===== config.mk =====
export PLATFORM = sky130hd
export DESIGN_NAME = vector_permute_unit
export DESIGN_NICKNAME = d
export VERILOG_FILES = /design/src/rtl/vector_permute_unit_pkg.sv /design/src/rtl/vector_permute_unit_shifter.sv /design/src/rtl/vector_permute_unit.sv
export SDC_FILE = /design/constraint.sdc
export NUM_CORES = 2
export LEC_CHECK = 0
export CAP_MARGIN = 40
export CORE_ASPECT_RATIO = 1.75
export CORE_MARGIN = 1.5
export CORE_UTILIZATION = 27
export CTS_CLUSTER_SIZE = 10
export DETAILED_ROUTE_END_ITERATION = 7
export GPL_TIMING_DRIVEN = 0
export MAX_ROUTING_LAYER = met4
export PLACE_DENSITY = 0.44
export SLEW_MARGIN = 5
export SYNTH_ARGS = -nofsm -noshare
export SYNTH_HDL_FRONTEND = slang
export SYNTH_HIERARCHICAL = 1
export SYNTH_SLANG_ARGS = --single-unit

===== constraint.sdc =====
create_clock -name clk -period 28.6 [get_ports clk]
set_input_delay 7.15 -clock clk [delete_from_list [all_inputs] [get_ports clk]]
set_output_delay 7.15 -clock clk [all_outputs]
set_load 0.01 [all_outputs]

===== src/rtl/vector_permute_unit_pkg.sv =====
// vector_permute_unit_pkg: op/size encodings and helpers shared by the permute datapath
package vector_permute_unit_pkg;
  typedef enum logic [2:0] {
    PERMUTE_PACK   = 3'd0,
    PERMUTE_SPLAT  = 3'd1,
    PERMUTE_SPLATB = 3'd2,
    PERMUTE_SHIFT  = 3'd3,
    PERMUTE_SHIFTB = 3'd4,
    PERMUTE_SELECT = 3'd5
  } permute_op_e;
  typedef enum logic {
    PERMUTE_HALFWORD = 1'b0,
    PERMUTE_BYTE     = 1'b1
  } permute_size_e;
  localparam int PERMUTE_BYTES_PER_ELEM = 2;
  function automatic logic [7:0] sat_s16_to_s8(input logic [15:0] x);
    return ($signed(x) > 16'sd127) ? 8'h7f : ($signed(x) < -16'sd128) ? 8'h80 : x[7:0];
  endfunction
endpackage


===== src/rtl/vector_permute_unit_shifter.sv =====
// vector_permute_unit_shifter: lane shift by a signed amount, positive moves lanes up, zero fill
module vector_permute_unit_shifter #(
  parameter int NUM_LANES = 8,
  parameter int LANE_SIZE = 16
) (
  input  logic [NUM_LANES*LANE_SIZE-1:0] data,
  input  logic signed [4:0]              amt,
  output logic [NUM_LANES*LANE_SIZE-1:0] shifted
);
  logic [4:0] mag;
  assign mag = amt[4] ? 5'(-amt) : amt;
  assign shifted = amt[4] ? (data >> (int'(mag) * LANE_SIZE)) : (data << (int'(mag) * LANE_SIZE));
endmodule


===== src/rtl/vector_permute_unit.sv =====
// vector_permute_unit: 2-stage pack/unpack/splat/shift/select datapath; VECTOR_PERMUTE_SAT_PACK_EN makes pack_lower saturate
module vector_permute_unit
  import vector_permute_unit_pkg::*;
#(
  parameter int NUM_ELEMS = 8,
  parameter int ELEM_SIZE = 16,
  localparam int W  = NUM_ELEMS * ELEM_SIZE,
  localparam int GW = (2 * NUM_ELEMS > 16) ? 2 * NUM_ELEMS : 16
) (
  input  logic          clk,
  input  logic          reset,
  input  logic [2:0]    op,
  input  logic          pack_upper,
  input  logic          pack_lower,
  input  logic          unpack_left,
  input  logic          unpack_right,
  input  logic [GW-1:0] g,
  input  logic          size,
  input  logic [4:0]    shift,
  input  logic          keep_res,
  input  logic          in_valid,
  input  logic [W-1:0]  a,
  input  logic [W-1:0]  b,
  output logic [W-1:0]  res,
  output logic          res_valid
);
  localparam int NB = NUM_ELEMS * PERMUTE_BYTES_PER_ELEM;
  permute_op_e       op_q;
  logic [3:0]        flags_q;
  logic [GW-1:0]     g_q;
  logic              size_q;
  logic signed [4:0] shift_q;
  logic [W-1:0]      a_q, b_q;
  logic              v_q;
  logic [W-1:0]      pack_v, unpl_v, unpr_v, selh_v, selb_v, splat_v, splatb_v, sh_hw, sh_b, res_d;

  function automatic logic [7:0] pack_lo(input logic [15:0] x);
`ifdef VECTOR_PERMUTE_SAT_PACK_EN
    return sat_s16_to_s8(x);
`else
    return x[7:0];
`endif
  endfunction

  // stage 1: capture operands, control fields and valid when the pipe advances
  always_ff @(posedge clk or posedge reset) begin
    if (reset) begin
      op_q    <= PERMUTE_PACK;
      flags_q <= '0;
      g_q     <= '0;
      size_q  <= 1'b0;
      shift_q <= '0;
      a_q     <= '0;
      b_q     <= '0;
      v_q     <= 1'b0;
    end else if (keep_res) begin
      op_q    <= permute_op_e'(op);
      flags_q <= {pack_upper, pack_lower, unpack_left, unpack_right};
      g_q     <= g;
      size_q  <= size;
      shift_q <= shift;
      a_q     <= a;
      b_q     <= b;
      v_q     <= in_valid;
    end
  end

  vector_permute_unit_shifter #(.NUM_LANES(NUM_ELEMS), .LANE_SIZE(ELEM_SIZE)) u_sh_hw (
    .data(a_q), .amt(shift_q), .shifted(sh_hw)
  );
  vector_permute_unit_shifter #(.NUM_LANES(NB), .LANE_SIZE(8)) u_sh_b (
    .data(a_q), .amt(shift_q), .shifted(sh_b)
  );

  // per-element candidates for pack/unpack, select and splat
  always_comb begin
    pack_v   = '0;
    unpl_v   = '0;
    unpr_v   = '0;
    selh_v   = '0;
    selb_v   = '0;
    splat_v  = '0;
    splatb_v = '0;
    for (int i = 0; i < NUM_ELEMS; i++) begin
      pack_v[8*i +: 8]             = flags_q[3] ? a_q[16*i+8 +: 8] : pack_lo(a_q[16*i +: 16]);
      pack_v[8*(NUM_ELEMS+i) +: 8] = flags_q[3] ? b_q[16*i+8 +: 8] : pack_lo(b_q[16*i +: 16]);
      unpl_v[16*i +: 16]           = {8'h00, a_q[8*i +: 8]};
      unpr_v[16*i +: 16]           = {8'h00, a_q[8*(NUM_ELEMS+i) +: 8]};
      selh_v[16*i +: 16]           = g_q[i] ? a_q[16*i +: 16] : b_q[16*i +: 16];
      splat_v[16*i +: 16]          = g_q[15:0];
    end
    for (int j = 0; j < NB; j++) begin
      selb_v[8*j +: 8]   = g_q[j] ? a_q[8*j +: 8] : b_q[8*j +: 8];
      splatb_v[8*j +: 8] = g_q[7:0];
    end
  end

  // op mux; pack flags resolve by priority upper > lower > left > right, none set is a move
  always_comb begin
    res_d = op_q == PERMUTE_SPLAT  ? splat_v :
            op_q == PERMUTE_SPLATB ? splatb_v :
            op_q == PERMUTE_SHIFT  ? sh_hw :
            op_q == PERMUTE_SHIFTB ? sh_b :
            op_q == PERMUTE_SELECT ? (size_q == PERMUTE_BYTE ? selb_v : selh_v) :
            op_q == PERMUTE_PACK   ? ((flags_q[3] | flags_q[2]) ? pack_v :
                                      flags_q[1] ? unpl_v : flags_q[0] ? unpr_v : a_q) :
            '0;
  end

  // stage 2: result register, frozen together with stage 1 while keep_res is low
  always_ff @(posedge clk or posedge reset) begin
    if (reset) begin
      res       <= '0;
      res_valid <= 1'b0;
    end else if (keep_res) begin
      res       <= res_d;
      res_valid <= v_q;
    end
  end

  a_flags_onehot: assert property (@(posedge clk) disable iff (reset)
    (in_valid && keep_res) |-> $onehot0({pack_upper, pack_lower, unpack_left, unpack_right}));
  a_valid_stable: assert property (@(posedge clk) disable iff (reset)
    !keep_res |=> (keep_res || $stable(in_valid)));
endmodule

==> results of run 1 <==
[Yosys cell counts (all sizes together) (11+ instances only)]
library cell and instances:
nand2 694, mux2i 506, dfrtp 415, mux2 412
a21oi 375, nor2 313, o21ai 296, buf 284
clkbuf 229, o211ai 161, a221o 109, inv 101
a31oi 89, nand2b 87, nand3 87, a41oi 68
nor3 68, a211oi 67, o22ai 65, a21o 63
a221oi 59, a22oi 58, mux4 54, and3 50
and3b 47, nor2b 45, a32oi 42, and2 36
o2111ai 24, o32ai 19, nand3b 16, o221ai 16
a211o 15, nor4 15, o32a 13, a311oi 12
nand4b 12, a222oi 11, o21a 11, or2 11
[layer usage]
metal,global-route usage (%),GRT overflow
met4,69.39,3
met3,39.52,0
met2,87.21,4
met1,62.94,0
met5,-,-
[cells by family after synthesis]
logic type                 Yosys count
AOI/OAI and AO/OA                 1661
and+or+nand+nor                   1514
muxes                              972
buffers and inverters              616
DFF                                415
xor gates and xnor gates            11
adders and majority gates            2
[stage by stage]
step / setup WS [ns] / utilization, %
after CTS: 18.92 / 35.29
after detailed placement: 18.18 / 34.33
after global placement: 3.373 / 31.45
after floorplan: 9.900 / -
==> impl_metrics.ini, run 1 <==
[grt]
grt_max_degree = 113
track_usage_pct = 65.63
grt_pass1_vias = 60913
grt-ovfl-total = 7
grt_pass1_wl_mm = 678.8

[status]
stop_stage = 5_1_grt
firstError = [ERROR GRT-0116] Global routing finished with congestion. Check the congestion regions in the DRC Viewer.
status = stopped before the end

[floorplan]
die_h_um = 531.0
ios = 418
die_x_um = 304.7
start_util_pct = 27.19
num_rows = 193

[yosys]
yosysTopAreaCellShare_pct = 24.14
synth_cells = 5191
synth_top_family_by_area = compound AO/OA/AOI/OAI gates
synth_area_per_cell_um2 = 8.286
synth_xor_area_share_pct = 0.3113
synth_edf_count = 0
synthFlopType = dfrtp_1
synth-adder-area-share_pct = 0.05818
synth.distinct_cells = 100
ys_seq_area_share_pct = 24.14
ys_top_cells_by_area = dfrtp_1, mux2i_1, mux2_2, nand2_1, a21oi_1
synth_mux_area_share_pct = 25.74
synth_compound_area_share_pct = 26.60
synth_simple_gate_area_share_pct = 16.49
ys.warnings.count = 6
ys_seq_elements = 415
syn-cell-area_um2 = 43010
syn-num-nets = 5482
async_reset_ff_share_pct = 100.0
yosysTopAreaCell = dfrtp_1

[clock_network]
cts_root_buf = clkbuf_16
cts_buffers = 50
clock-sinks = 415
cts_setup_buffers = 0
htree_levels = 2
cts_buffer_depth = 3
cts_resized = 0
cts_hold_buffers = 0

[place]
port_buffers = 417
dpl_cell_area_um2 = 54290
dp.cells = 7934
routabilityCongestion = 1.220
hpwl_mm = 388.6
==> run 2: changes to the inputs <==
Settings changed: CORE_ASPECT_RATIO 1.75 to unset, CORE_UTILIZATION 27 to 20, CTS_CLUSTER_SIZE 10 to unset, MAX_ROUTING_LAYER met4 to unset, PLACE_DENSITY 0.44 to unset, PLACE_DENSITY_LB_ADDON set to 0.15.
==> run 2 against run 1 <==
Against the previous run:
- the run now ends clean
- area after synthesis is the same
- synthesized cell count is the same
==> impl_metrics.ini, run 2 <==
[setup_path]
worstSetupEndpointType = register
crit_slowest_cell = buf_2
r2r_cells = 16
cp.required_ns = 29.26
slowest_delay_ns = 0.55
arrival_ns = 10.20
worstPathCellList = clkdlybuf4s50_1 > buf_2 > buf_2 > buf_16 > buf_1 > clkbuf_1 > nand2_1 > o21ai_0
crit_type = in2reg
startpoint_type = input port
critPathTopFamily = buffers and inverters
timing.rr.start = shift_q[0]$_DFFE_PP0P_
cp_max_fo = 10
regToRegSetupSlack_ns = 21.63
path_depth = 8
cp_common_cell = buf_2
crit_buf_inv = 6
timing.rr.end = res[121]$_DFFE_PP0P_

[floorplan]
die_h_um = 466.7
ios = 418
num_rows = 170
die_x_um = 466.7
core_area_um2 = 214200
start_util_pct = 20.08
dieArea_um2 = 217800

[timing]
skew_ns = 0.06566
max_freq_mhz = 104.8
fin_ws_ns = 19.06
post-route-period-util_pct = 33.36
slew_violations = 0
setup_viol = 0
period_minus_slack_ns = 9.540
tns_ns = 0
rsz0062_at_grt = false
hold_violations = 0
relSlewSlack_pct = 27.66
tightest_slew_ns = 1.080

[power_and_ir_drop]
powerDensity_nw_per_um2 = 69.94
p_leak_nw = 22.71
ir_drop_mv = 0.05100

[yosys]
ys_seq_area_share_pct = 24.14
synth_cells = 5191
synthFlopType = dfrtp_1
async_reset_ff_share_pct = 100.0
yosysTopAreaCell = dfrtp_1
synth.most_common_cell = nand2_1
ys_top_cells_by_area = dfrtp_1, mux2i_1, mux2_2, nand2_1, a21oi_1
ys_seq_elements = 415
ys.warnings.count = 6
syn-cell-area_um2 = 43010
synth_edf_count = 0
synth_area_per_cell_um2 = 8.286
synth_common_cells = nand2_1, mux2i_1, dfrtp_1
yosysTopAreaCellShare_pct = 24.14
syn-num-nets = 5482
synth.distinct_cells = 100

[grt]
grt-ovfl-total = 0
track_usage_pct = 44.82
grt_max_degree = 110
grt_pass1_wl_mm = 628.2
grt_pass1_vias = 53805
grt_antenna_before_repair = 114

[drt]
avgRoutedWirePerCell_um = 56.44
viasPerCell = 6.537
top_layer = met5
wl_met1_mm = 193.0
ant_nets = 0
vias = 58798
wl_met3_mm = 58.59
dr_wl_met2_mm = 205.0
firstDrtPassIters = 8
routed_wl_mm = 507.6
drc = 0
drt_iter0_markers = 10047

[clock_network]
cts_buffer_depth = 3
htree_levels = 2
cts_root_buf = clkbuf_16
cts_hold_buffers = 0
cts_setup_buffers = 0
clock-sinks = 415
clk_latency_ns = 0.75
path_clk_slew_ns = 0.07
cts_resized = 0
cts_tree = done
cts_buffers = 55

[final_layout]
final_cell_mix = nand2_1, mux2i_1, clkdlybuf4s50_1
area_delta_synth_final_pct = 34.95
reg_top3 = a_q (128), b_q (128), res (128)
num-fill-cells = 23280
layout-drive-gt1-share_pct = 22.31
utilization_pct = 27.10
final_common_cell = nand2_1
nNetsFinal = 6296

[run]
maxCapViolCount = 0

[min_path]
hold_path_end = v_q$_DFFE_PP0P_
holdCritPathClass = reg2reg
min_path_cells = 1
hold_start = v_q$_DFFE_PP0P_

[place]
port_buffers = 417
hpwl_mm = 401.4
pre_cts_slack_ns = 18.39
routabilityCongestion = 1.071

[status]
status = finished clean
[run 2: cell counts after synthesis]
No cell type changed its count.
[run 2: report_power, final]
| part | internal [W] | switching (W) |
|---|---|---|
| Clock | 0.000449 | 0.000335 |
| Sequential | 0.000664 | 0.000262 |
| Combinational | 0.000723 | 0.00163 |
| Total | 0.00184 | 0.00222 |
[run 2: worst reg2reg max path: cells and delay by family, from the launching register on]
kind | cells | cell delay, ns
adders and majority gates | 1 | 0.41
DFF | 1 | 0.59
buffers and inverters | 8 | 3.51
muxes | 1 | 0.27
AOI/OAI and AO/OA | 6 | 2.15
[run 2: worst max-delay path by stage]
stage | startpoint | end | slack (ns)
floorplan | reset | a_q[0]$_DFFE_PP0P_ | 9.90
global placement | reset | a_q[22]$_DFFE_PP0P_ | 2.09
detailed placement | keep_res | b_q[110]$_DFFE_PP0P_ | 18.39
CTS | keep_res | b_q[110]$_DFFE_PP0P_ | 19.17
global route | keep_res | b_q[108]$_DFFE_PP0P_ | 19.06
finish | keep_res | b_q[110]$_DFFE_PP0P_ | 19.06
[run 2: metrics by stage]
step	area [um^2]	hold WS (ns)	instances	total power [W]
2_1_floorplan	43010	0.4750	5191	0.001681
3_3_place_gp	50740	0.4850	8446	0.002962
3_5_place_dp	55740	0.4947	8779	0.003102
4_1_cts	57690	0.5072	8882	0.003895
5_1_grt	57810	0.5338	8902	0.004011
6_report	58040	0.5056	8995	0.004060
[run 2: per-layer routing]
layer	vias to the layer above	track usage [%]
met5	-	0.2855
met4	34	38.43
met3	1682	16.62
met2	5719	63.04
met1	29902	53.40
li1	21461	-
[run 2: final cells by class]
type | instances | area (um^2) | share of cell area [%]
sequential | 415 | 10510 | 18.10
buffer | 513 | 2484 | 4.279
clock inverter | 24 | 366.6 | 0.6316
multi-input combinational | 4160 | 29900 | 51.52
tap | 2838 | 3551 | 6.118
timing repair buffer | 757 | 8996 | 15.50
inverter | 103 | 394.1 | 0.6790
antenna | 106 | 265.3 | 0.4570
clock buffer | 79 | 1577 | 2.716
[run 2: logic make-up after synthesis]
| kind of cell | after synthesis | share of synthesized area [%] |
|---|---|---|
| compound gates | 1661 | 26.60 |
| mux | 972 | 25.74 |
| flops | 415 | 24.14 |
| xor+xnor | 11 | 0.3113 |
| simple gates | 1514 | 16.49 |
| buf+inv | 616 | 6.659 |
| fa+ha+maj | 2 | 0.05817 |
Power figures use the tool's default switching activity.
